===== src/rtl/bcd_pkg.sv =====
// Shared constants and FSM state type for the BCD digit accumulator slice.
// Defaults size the block for up to four decimal digits (0..9999).
package bcd_pkg;

    localparam int NDIG_DEF  = 4;
    localparam int BIN_W_DEF = 14;
    localparam int BCD_MAX   = 9;

    typedef enum logic [1:0] {
        ST_IDLE = 2'd0,
        ST_ACC  = 2'd1,
        ST_OUT  = 2'd2
    } state_t;

endpackage


===== src/rtl/bcd_mac10.sv =====
// Combinational acc*10+d step; non-BCD digits (>9) are flagged and contribute 0.
// Zero latency, no flow control (pure function of its inputs).
module bcd_mac10
    import bcd_pkg::*;
#(
    parameter int BIN_W = BIN_W_DEF
) (
    input  logic [BIN_W-1:0] i_acc,
    input  logic [3:0]       i_dig,
    output logic [BIN_W-1:0] o_sum,
    output logic             o_bad
);

    logic [3:0] w_d;

    assign o_bad = (i_dig > 4'(BCD_MAX));
    assign w_d   = o_bad ? 4'd0 : i_dig;

    // x*10 as x*8 + x*2; operands stay below 10^(NDIG-1) so nothing overflows BIN_W
    assign o_sum = (i_acc << 3) + (i_acc << 1) + BIN_W'(w_d);

endmodule


===== src/rtl/bcd_digit_accumulator.sv =====
// Folds an MSD-first BCD digit stream into a binary number; result one cycle after the last digit.
// dig_ready drops while a result waits for num_ready; it rises again the cycle after the result is taken.
module bcd_digit_accumulator
    import bcd_pkg::*;
#(
    parameter int NDIG  = NDIG_DEF,
    parameter int BIN_W = BIN_W_DEF
) (
    input  logic             clk,
    input  logic             rst_n,
    input  logic [3:0]       dig_in,
    input  logic             dig_valid,
    input  logic             dig_last,
    output logic             dig_ready,
    output logic [BIN_W-1:0] num_out,
    output logic [2:0]       num_ndig,
    output logic             num_err,
    output logic             num_valid,
    input  logic             num_ready
);

    state_t           r_state;
    logic [BIN_W-1:0] r_acc;
    logic [2:0]       r_cnt;
    logic             r_err;

    logic             w_dig_acc;
    logic             w_num_acc;
    logic             w_first;
    logic [BIN_W-1:0] w_acc_base;
    logic [BIN_W-1:0] w_sum;
    logic             w_bad;
    logic [2:0]       w_cnt_nxt;
    logic             w_done;

    assign dig_ready = (r_state != ST_OUT);
    assign num_valid = (r_state == ST_OUT);
    assign w_dig_acc = dig_valid & dig_ready;
    assign w_num_acc = num_valid & num_ready;

    // The first digit of a number starts from a zero base, so one MAC covers both load and update
    assign w_first    = (r_state == ST_IDLE);
    assign w_acc_base = w_first ? '0 : r_acc;
    assign w_cnt_nxt  = (w_first ? 3'd0 : r_cnt) + 3'd1;
    assign w_done     = dig_last | (w_cnt_nxt == 3'(NDIG));

    bcd_mac10 #(
        .BIN_W (BIN_W)
    ) u_mac10 (
        .i_acc (w_acc_base),
        .i_dig (dig_in),
        .o_sum (w_sum),
        .o_bad (w_bad)
    );

    always_ff @(posedge clk or negedge rst_n) begin
        if (!rst_n) begin
            r_state <= ST_IDLE;
            r_acc   <= '0;
            r_cnt   <= 3'd0;
            r_err   <= 1'b0;
        end else begin
            case (r_state)
                ST_IDLE, ST_ACC: begin
                    if (w_dig_acc) begin
                        r_acc   <= w_sum;
                        r_cnt   <= w_cnt_nxt;
                        r_err   <= (r_err & ~w_first) | w_bad;
                        r_state <= w_done ? ST_OUT : ST_ACC;
                    end
                end
                ST_OUT: begin
                    if (w_num_acc) begin
                        r_state <= ST_IDLE;
                    end
                end
                default: r_state <= ST_IDLE;
            endcase
        end
    end

    assign num_out  = r_acc;
    assign num_ndig = r_cnt;
    assign num_err  = r_err;

endmodule


===== config.mk =====
export PLATFORM = sky130hd
export DESIGN_NAME = bcd_digit_accumulator
export DESIGN_NICKNAME = d
export VERILOG_FILES = /design/src/rtl/bcd_pkg.sv /design/src/rtl/bcd_mac10.sv /design/src/rtl/bcd_digit_accumulator.sv
export SDC_FILE = /design/constraint.sdc
export NUM_CORES = 1
export LEC_CHECK = 0
export BUFFER_PORTS_ARGS = -buffer_cell sky130_fd_sc_hd__buf_4
export CORE_MARGIN = 5
export CORE_UTILIZATION = 30
export CTS_CLUSTER_DIAMETER = 80
export DETAILED_ROUTE_END_ITERATION = 7
export PLACE_DENSITY = 0.6
export SYNTH_ARGS = -nofsm -noshare
export SYNTH_HDL_FRONTEND = slang
export SYNTH_SLANG_ARGS = --single-unit

===== constraint.sdc =====
create_clock -name clk -period 5.2 [get_ports clk]
set_input_delay 0.78 -clock clk [delete_from_list [all_inputs] [get_ports clk]]
set_output_delay 0.78 -clock clk [all_outputs]
set_load 0.01 [all_outputs]

==> impl_metrics.tcl, run 1 <==
set metrics [dict create \
    power.total_uw 821 \
    grt_usage 0.111 \
    finalSetupTns_ps 0 \
    die_width_um 82.3 \
    holdBufCountCts 0 \
    synth-warning-count 0 \
    postCtsSetupBuffers 0 \
    finalHoldViolations 0 \
    cts-root-buf "clkbuf_8" \
    firstDrtPassIters 3 \
    cts.path.max_buffers 2 \
    grt_pass1_vias 1284 \
    power-per-cell-area_mw_per_mm2 429 \
    syn_area_per_cell_sq_um 8.95 \
    fp.dieH_um 82.3 \
    clock.fmax_ghz 0.293 \
    post_drt_wl_per_cell_um 12.3 \
    clock_sinks 20 \
    hp-class "input pin to async pin" \
    antenna_found_initial 0 \
    cts_tree "done" \
    drt_iter0_markers 29 \
    dieArea_sq_mm 0.00677 \
    ys_ff_latch 20 \
    netlist_area_sq_mm 0.00157 \
    placed_area_sq_mm 0.00184 \
    slew_headroom 0.363 \
    gp_congestion 0.797 \
    worstPathArrival_ps 3520 \
    n_antenna_cell 0 \
    leakagePower_uw 0.00101 \
    fin_util 0.377 \
    drt-total-wl_mm 3.35 \
    nets 237 \
    dpl.hpwl_mm 2.60 \
    cts_made_buffers 3 \
    rsz0062_at_grt "false" \
    ys_seq_area_frac 0.319 \
    gr-total-overflow 0 \
    grt_pass1_wl_mm 5.88 \
    finalCriticalPeriod_ps 3410 \
    reg2reg_slack_ps 1790 \
    startpoint "r_state[1]$_DFFE_PN0P_" \
    ant_nets 0 \
    required_ps 5310 \
    period_share 0.657 \
    clock_latency_ps 260 \
    status "complete, no violations" \
    cts-resized-gates 0 \
    vias 1254 \
    cts_max_level 1 \
    clkTransAtPathRegs_ps 80 \
    rows 26 \
    syn_nets 210 \
    critPathKind "flop to flop" \
    final_area_sq_mm 0.00191 \
    synth_cell_types 31 \
    io_pins 29 \
    vias_per_cell 4.63 \
    drv_cap 0 \
    finClkSkew_ps 1.97 \
    start_util 0.309 \
    start_kind "flop" \
    drive_gt1_frac 0.189 \
    tightest_slew_ps 955 \
    reg2reg_from "r_state[1]$_DFFE_PN0P_" \
    finalMaxSlewViolations 0 \
    critPathMaxFanout 17 \
    setup_viol 0 \
    io_buffers 28 \
    endpoint_kind "flop" \
    nFillCells 554 \
    drc 0 \
    grt_max_degree 29 \
    vdd_drop_max_mv 0.231 \
    synth_cells 175 \
    area_growth_pct 22.1 \
    coreArea_sq_mm 0.00507 \
]
## sequential cells by signal, indices dropped and copies added (netlist names)
name,cells
num_err,1
num_ndig,3
num_out,14
r_state,2
## cell usage after synthesis (all sizes together)
master / instances / share of area
a211oi: 5 / 0.030
a21o: 6 / 0.030
a21oi: 6 / 0.019
a221oi: 1 / 0.0096
a31oi: 1 / 0.0040
and2: 14 / 0.056
and3: 1 / 0.0040
buf: 1 / 0.0024
clkbuf: 5 / 0.012
dfrtp: 20 / 0.32
fa: 2 / 0.026
ha: 24 / 0.19
inv: 6 / 0.014
nand2: 31 / 0.074
nand2b: 2 / 0.0080
nand3: 2 / 0.0064
nand4: 1 / 0.0040
nor2: 9 / 0.022
nor2b: 3 / 0.012
o21ai: 15 / 0.050
o21bai: 2 / 0.0096
o22ai: 1 / 0.0040
o311a: 1 / 0.0064
o31ai: 1 / 0.0048
or2: 2 / 0.0080
xnor2: 7 / 0.039
xor2: 6 / 0.034
## final cells by class
class / count / area (sq um) / share of cell area
multi-input cells: 143 / 1020 / 0.534
clock inverters: 1 / 30.0 / 0.0157
flip-flops and latches: 20 / 500 / 0.262
clock buffers: 3 / 41.3 / 0.0216
inverters: 6 / 22.5 / 0.0118
well taps: 70 / 87.6 / 0.0458
repair buffers: 28 / 210 / 0.110
## power breakdown
| part | switching [uW] | total, uW | internal [uW] | leakage [uW] |
|---|---|---|---|---|
| Clock | 58.1 | 161 | 103 | 0.0000357 |
| Sequential | 43.1 | 252 | 209 | 0.000257 |
| Combinational | 216 | 407 | 191 | 0.000720 |
## cells by family (layout without fill, tap and decap cells)
group / after synthesis / in the layout / share of synthesized area
AND/OR/NAND/NOR: 65 / 65 / 0.194
AO/OA/AOI/OAI: 39 / 39 / 0.168
adder cells (fa/ha/maj): 26 / 26 / 0.217
flip-flops: 20 / 20 / 0.319
XOR/XNOR: 13 / 13 / 0.0727
buffers and inverters: 12 / 38 / 0.0288
## through the flow
| stage | setup WS [ps] | cells | hold slack [ps] |
|---|---|---|---|
| floorplan | 2140 | 175 | 484 |
| global placement | 1880 | 267 | 466 |
| detailed placement | 1790 | 267 | 474 |
| CTS | 1760 | 271 | 393 |
| global route | 1490 | 271 | 396 |
| finish | 1790 | 271 | 385 |
## per-layer routing
| layer | track usage | routed length, um | vias up |
|---|---|---|---|
| met3 | 0.0217 | 125 | 2 |
| li1 | - | - | 653 |
| met4 | 0.0199 | 28 | 0 |
| met5 | 0 | 0 | - |
| met1 | 0.149 | 1670 | 579 |
| met2 | 0.187 | 1520 | 20 |
## layout by cell type (no fill, tap or decap), drive strengths merged, types with 2 or more instances in the layout
cell type / n
a21o: 6
or2: 2
clkbuf: 3
nand2: 31
fa: 2
nand3: 2
a21oi: 6
and2: 14
inv: 6
ha: 24
nor2b: 3
o21bai: 2
o21ai: 15
nand2b: 2
xnor2: 7
a211oi: 5
dfrtp: 20
buf: 28
nor2: 9
xor2: 6
## final timing paths
| path | endpoint | cells after the start |
|---|---|---|
| setup / recovery | num_out[10]$_DFFE_PN0P_ | 12 |
| hold / removal | num_out[13]$_DFFE_PN0P_ | 1 |
| setup reg to reg | num_out[10]$_DFFE_PN0P_ | 12 |
| hold reg to reg | num_out[13]$_DFFE_PN0P_ | 2 |
| max in group asynchronous | num_out[2]$_DFFE_PN0P_ | 1 |
| min in group clk | num_out[13]$_DFFE_PN0P_ | 2 |
## critical path, stage by stage (launching register included)
cell and delay (ps):
dfrtp_1 450, or2_1 450, and2_1 230, inv_1 60
fa_1 490, inv_1 70, fa_1 450, a21o_1 220
a221oi_2 340, o21bai_1 100, a21oi_1 180, xor2_1 150
o21ai_0 80
Power figures use the tool's default switching activity.
==> run 2, diff against run 1 <==
ABC_AREA = 1   (was unset)
clock period = 3.2 ns   (was 5.2 ns; I/O delays follow)
==> run 2 against run 1 <==
Clock-buffer cell count did not move. Hold slack got worse by 310 ps. Largest power group unchanged. Combinational power rose by 83%. Via count rose by 29%. First-iteration DRC count rose to 3.3 times the previous value. Routed wire length rose by 21%. Critical path type unchanged. Final cell count rose by 33%. Sequential share of layout area fell by 2.6 points. Global-route usage rose by 0.88 points.
==> impl_metrics.tcl, run 2 <==
set metrics [dict create \
    hp-class "input pin to async pin" \
    synth-warning-count 0 \
    area_growth_pct 21.4 \
    start_util 0.314 \
    coreArea_sq_mm 0.00557 \
    synth_cells 257 \
    syn_area_per_cell_sq_um 6.82 \
    yosysTopAreaCellShare 0.286 \
    cts_tree "done" \
    pre_cts_ws_ps 560 \
    cts-resized-gates 0 \
    largest_register_ffs 14 \
    ys_seq_area_frac 0.286 \
    firstDrtPassIters 4 \
    status "complete, no violations" \
    n_antenna_cell 0 \
    start_kind "flop" \
    cts_made_buffers 3 \
    final_cell_mix "nand2_1, inv_1, buf_4, nor2_1, ha_1" \
    dpl.hpwl_mm 3.28 \
    rsz0062_at_grt "false" \
    finalWorstSetupSlack_ps 741 \
    synthFlopType "dfrtp_1" \
    holdBufCountCts 0 \
    syn_nets 292 \
    drt-total-wl_mm 4.05 \
    setup_viol 0 \
    synth_enable_flop_cells 0 \
    async_flop_share 1.00 \
    synth_most_common_cell "nand2_1" \
    clock_latency_ps 270 \
    vias 1612 \
    finalSetupTns_ps 0 \
    drive_gt1_frac 0.153 \
    clkTransAtPathRegs_ps 80 \
    clock_sinks 20 \
    gp_congestion 0.885 \
    ys_ff_latch 20 \
    drv_cap 0 \
    slew_headroom 0.700 \
    drt_iter0_markers 97 \
    critPathKind "flop to flop" \
    netlist_area_sq_mm 0.00175 \
    period_share 0.768 \
    grt_pass1_wl_mm 7.18 \
    grt_pass1_vias 1636 \
    leakagePower_uw 0.00125 \
    cts_max_level 1 \
    vdd_drop_max_mv 0.231 \
    required_ps 3360 \
    final_common_cell "nand2_1" \
    tightest_slew_ps 449 \
    gr-total-overflow 0 \
    grt_max_degree 21 \
    multi_input_area_sq_mm 0.00106 \
    cts-root-buf "clkbuf_8" \
    cts.path.max_buffers 2 \
    io_buffers 28 \
    nFillCells 627 \
    finalCriticalPeriod_ps 2460 \
    dieArea_sq_mm 0.00747 \
    drc 0 \
    io_pins 29 \
    endpoint_kind "flop" \
    reg2reg_slack_ps 740 \
    whs_ps 80.3 \
    antenna_found_initial 0 \
    finClkSkew_ps 7.94 \
    power-per-cell-area_mw_per_mm2 664 \
    finalMaxSlewViolations 0 \
    vias_per_cell 4.48 \
    ant_nets 0 \
    synth_top_area_cell "dfrtp_1" \
    fp.dieH_um 86.4 \
    post_drt_wl_per_cell_um 11.2 \
    worstPathArrival_ps 2610 \
    synthTopCellsByArea "dfrtp_1, ha_1, nand2_1" \
    postCtsSetupBuffers 0 \
    critPathMaxFanout 11 \
    clock.fmax_ghz 0.407 \
    finalHoldViolations 0 \
    synthTopCellsByCount "nand2_1, inv_1, nor2_1" \
    synth_cell_types 24 \
    rows 27 \
    die_width_um 86.4 \
    register_area_sq_um 500 \
    grt_usage 0.120 \
    nets 324 \
]
-- run 2: metrics by stage --
stage / cell area (sq um) / utilization / instances / power [uW]
final: 2130 / 0.382 / 360 / 1410
after global routing: 2130 / 0.382 / 360 / 1560
after CTS: 2130 / 0.382 / 360 / 1430
after detailed placement: 2060 / 0.369 / 356 / 1170
after global placement: 2060 / 0.369 / 356 / 1150
after floorplan: 1750 / - / 257 / 890
-- run 2: logic make-up (layout without fill, tap and decap cells) --
kind of cell / after synthesis / count (layout) / share of synthesized area
flip-flops: 20 / 20 / 0.286
AO/OA/AOI/OAI: 24 / 24 / 0.0764
adder cells (fa/ha/maj): 26 / 26 / 0.194
buffers and inverters: 51 / 82 / 0.111
XOR/XNOR: 4 / 4 / 0.0200
AND/OR/NAND/NOR: 132 / 132 / 0.312
-- run 2: power breakdown --
group | internal, uW | switching (uW)
Combinational | 320 | 424
Clock | 167 | 93.7
Sequential | 339 | 67.7
-- run 2: area by class of cell --
class,instances,share of cell area
clock buffers,3,0.0194
clock inverters,1,0.0141
inverters,47,0.0829
multi-input cells,186,0.496
flip-flops and latches,20,0.235
well taps,72,0.0424
repair buffers,31,0.109
-- run 2: path summary, 6_finish.rpt --
path / from / to / cells past startpoint
min in group clk: num_ready / r_state[1]$_DFFE_PN0P_ / 2
worst min register to register: num_out[13]$_DFFE_PN0P_ / num_out[13]$_DFFE_PN0P_ / 2
worst max register to register: r_state[0]$_DFFE_PN0P_ / num_out[12]$_DFFE_PN0P_ / 12
worst max-delay path: r_state[0]$_DFFE_PN0P_ / num_out[12]$_DFFE_PN0P_ / 12
worst min-delay path: rst_n / num_out[1]$_DFFE_PN0P_ / 1
max in group asynchronous: rst_n / num_out[12]$_DFFE_PN0P_ / 1
-- run 2: layer usage --
metal | routed length [um] | global-route usage | part of all wire | vias to the layer above
li1 | - | - | - | 862
met1 | 2000 | 0.156 | 0.49 | 720
met2 | 1840 | 0.198 | 0.45 | 21
met3 | 116 | 0.00665 | 0.029 | 9
met4 | 95 | 0.0637 | 0.023 | 0
met5 | 0 | 0 | 0 | -
-- run 2: worst max-delay path: stages (launching register included) --
cell and delay (ps):
dfrtp_1 430, nor2_2 230, buf_4 220, nor2_1 80, ha_1 290, ha_1 370
nand2_1 100, nor2_1 170, nand3_1 160, nand3_1 120, nand2_1 50, nand3_1 80
nand2_1 60
==> run 3, diff against run 2 <==
clock period = 2.3 ns   (was 3.2 ns; I/O delays follow)
==> run 3 against run 2 <==
Clock power is 38% higher. Sequential power is 39% higher. Final cell count rose by 6.4%. Sequential cell count did not move. Critical path depth unchanged. Combinational power rose by 100%.
==> impl_metrics.tcl, run 3 (synthesized netlist as in run 2, its figures left out) <==
set metrics [dict create \
    firstDrtPassIters 4 \
    drv_cap 0 \
    grt_pass1_vias 1759 \
    coreArea_sq_mm 0.00557 \
    power-per-cell-area_mw_per_mm2 942 \
    antenna_found_initial 0 \
    dieArea_sq_mm 0.00747 \
    reg2reg_from "r_state[0]$_DFFE_PN0P_" \
    startpoint "r_state[0]$_DFFE_PN0P_" \
    largest_register_ffs 14 \
    start_kind "flop" \
    gr-total-overflow 0 \
    leakagePower_uw 0.00137 \
    clock.fmax_ghz 0.440 \
    min_path_cells 2 \
    cts_max_level 1 \
    fin_cells 383 \
    rows 27 \
    grt_pass1_wl_mm 7.49 \
    vias_per_cell 4.61 \
    max_stage_delay_ps 440 \
    clkTransAtPathRegs_ps 80 \
    dp_cells 374 \
    setup_viol 0 \
    crit_top_cell "nand2_1" \
    pre_cts_ws_ps -144 \
    power.total_uw 2430 \
    finalCriticalPeriod_ps 2270 \
    clock_sinks 20 \
    finalMaxSlewViolations 0 \
    area_growth_pct 47.2 \
    final_cell_mix "nand2_1, buf_4, inv_1, nor2_1, dfrtp_1" \
    status "complete, no violations" \
    worstPathArrival_ps 2480 \
    dpl.hpwl_mm 3.45 \
    nFillCells 551 \
    required_ps 2510 \
    clock_latency_ps 260 \
    io_pins 29 \
    period_share 0.988 \
    min_from "num_ready" \
    vias 1765 \
    post_drt_wl_per_cell_um 11.8 \
    cp_slowest_cell "dfrtp_1" \
    start_util 0.314 \
    placed_area_sq_mm 0.00219 \
    gp_congestion 0.828 \
    finClkSkew_ps 2.46 \
    drc 0 \
    vdd_drop_max_mv 0.335 \
    ant_nets 0 \
    drive_gt1_frac 0.370 \
    die_width_um 86.4 \
    cts-root-buf "clkbuf_8" \
    endpoint_kind "flop" \
    critPathMaxFanout 4 \
    final_common_cell "nand2_1" \
    nets 347 \
    rsz0062_at_grt "true" \
    fp.dieH_um 86.4 \
    cts_tree "done" \
    final_area_sq_mm 0.00258 \
    n_antenna_cell 0 \
    cts_made_buffers 3 \
    finalHoldViolations 0 \
    tightest_slew_ps 270 \
    hp-class "input pin to flop" \
    critPathKind "flop to flop" \
    reg2reg_depth 12 \
    grt_usage 0.122 \
    io_buffers 28 \
    finalWorstSetupSlack_ps 28.5 \
    crit_path_cell_trace "nor2_4 -> nor2_1 -> ha_1 -> ha_2 -> fa_2 -> nand2_2 -> o21bai_4 -> nand2_2 -> nand2_1 -> nand2_1 -> nand3_1 -> nand2_1" \
    grt_max_degree 21 \
    drt_iter0_markers 36 \
    drt-total-wl_mm 4.53 \
    cts.path.max_buffers 2 \
    slew_headroom 0.820 \
]
==> run 3: cell types whose count changed in the layout (fill, tap and decap cells not counted), moves of 5 or more <==
| cell | delta |
|---|---|
| nor2_1 | -8 |
| nand2_2 | +15 |
| ha_4 | +10 |
| nand2_1 | -16 |
| nor2_2 | +6 |
| nand3_1 | -5 |
| ha_1 | -11 |
| buf_4 | +20 |
==> run 3: path summary, 6_finish.rpt <==
| kind | to | slack [ps] |
|---|---|---|
| setup / recovery | num_out[10]$_DFFE_PN0P_ | 30 |
| hold / removal | r_state[1]$_DFFE_PN0P_ | 240 |
| setup reg to reg | num_out[10]$_DFFE_PN0P_ | 30 |
| hold reg to reg | num_out[13]$_DFFE_PN0P_ | 490 |
| max in group asynchronous | r_state[1]$_DFFE_PN0P_ | 1570 |
| min in group asynchronous | num_out[1]$_DFFE_PN0P_ | 500 |
==> run 3: critical path: cells and delay by family (launching register included) <==
family          cells  cell delay [ps]
compound gates      1               70
fa+ha+maj           3              960
flops               1              440
simple gates        8              740
==> run 3: layout make-up <==
class | count | area [sq um] | share of cell area
clock inverters | 1 | 30.0 | 0.0116
clock buffers | 3 | 41.3 | 0.0160
flip-flops and latches | 20 | 502 | 0.195
well taps | 72 | 90.1 | 0.0349
repair buffers | 54 | 415 | 0.161
inverters | 47 | 176 | 0.0684
multi-input cells | 186 | 1320 | 0.513
==> run 3: stage by stage <==
stage,hold WS [ps],TNS (ps),utilization
floorplan,49.4,0,-
global placement,245,-368,0.393
detailed placement,245,-629,0.393
CTS,246,-1.43,0.415
global route,231,-366,0.463
finish,245,0,0.463
==> run 3: routing by layer <==
metal,wire [um],GRT usage,vias up
li1,-,-,906
met1,2020,0.143,830
met2,2300,0.226,20
met3,100,0.0133,9
met4,110,0.0467,0
met5,0,0,-
==> run 3: power breakdown <==
| group | switching, uW | leakage [uW] | internal, uW |
|---|---|---|---|
| clock network | 127 | 0.0000357 | 232 |
| registers | 93.9 | 0.000255 | 472 |
| logic | 757 | 0.00108 | 744 |
| total | 979 | 0.00137 | 1450 |
==> run 3: what timing repair did <==
action,CTS,global route
setup endpoints to repair,8,9
buffers inserted,1,3
endpoints found under the hold margin,20,0
pin swaps,2,33
hold buffers,1,0
resized for setup,9,51
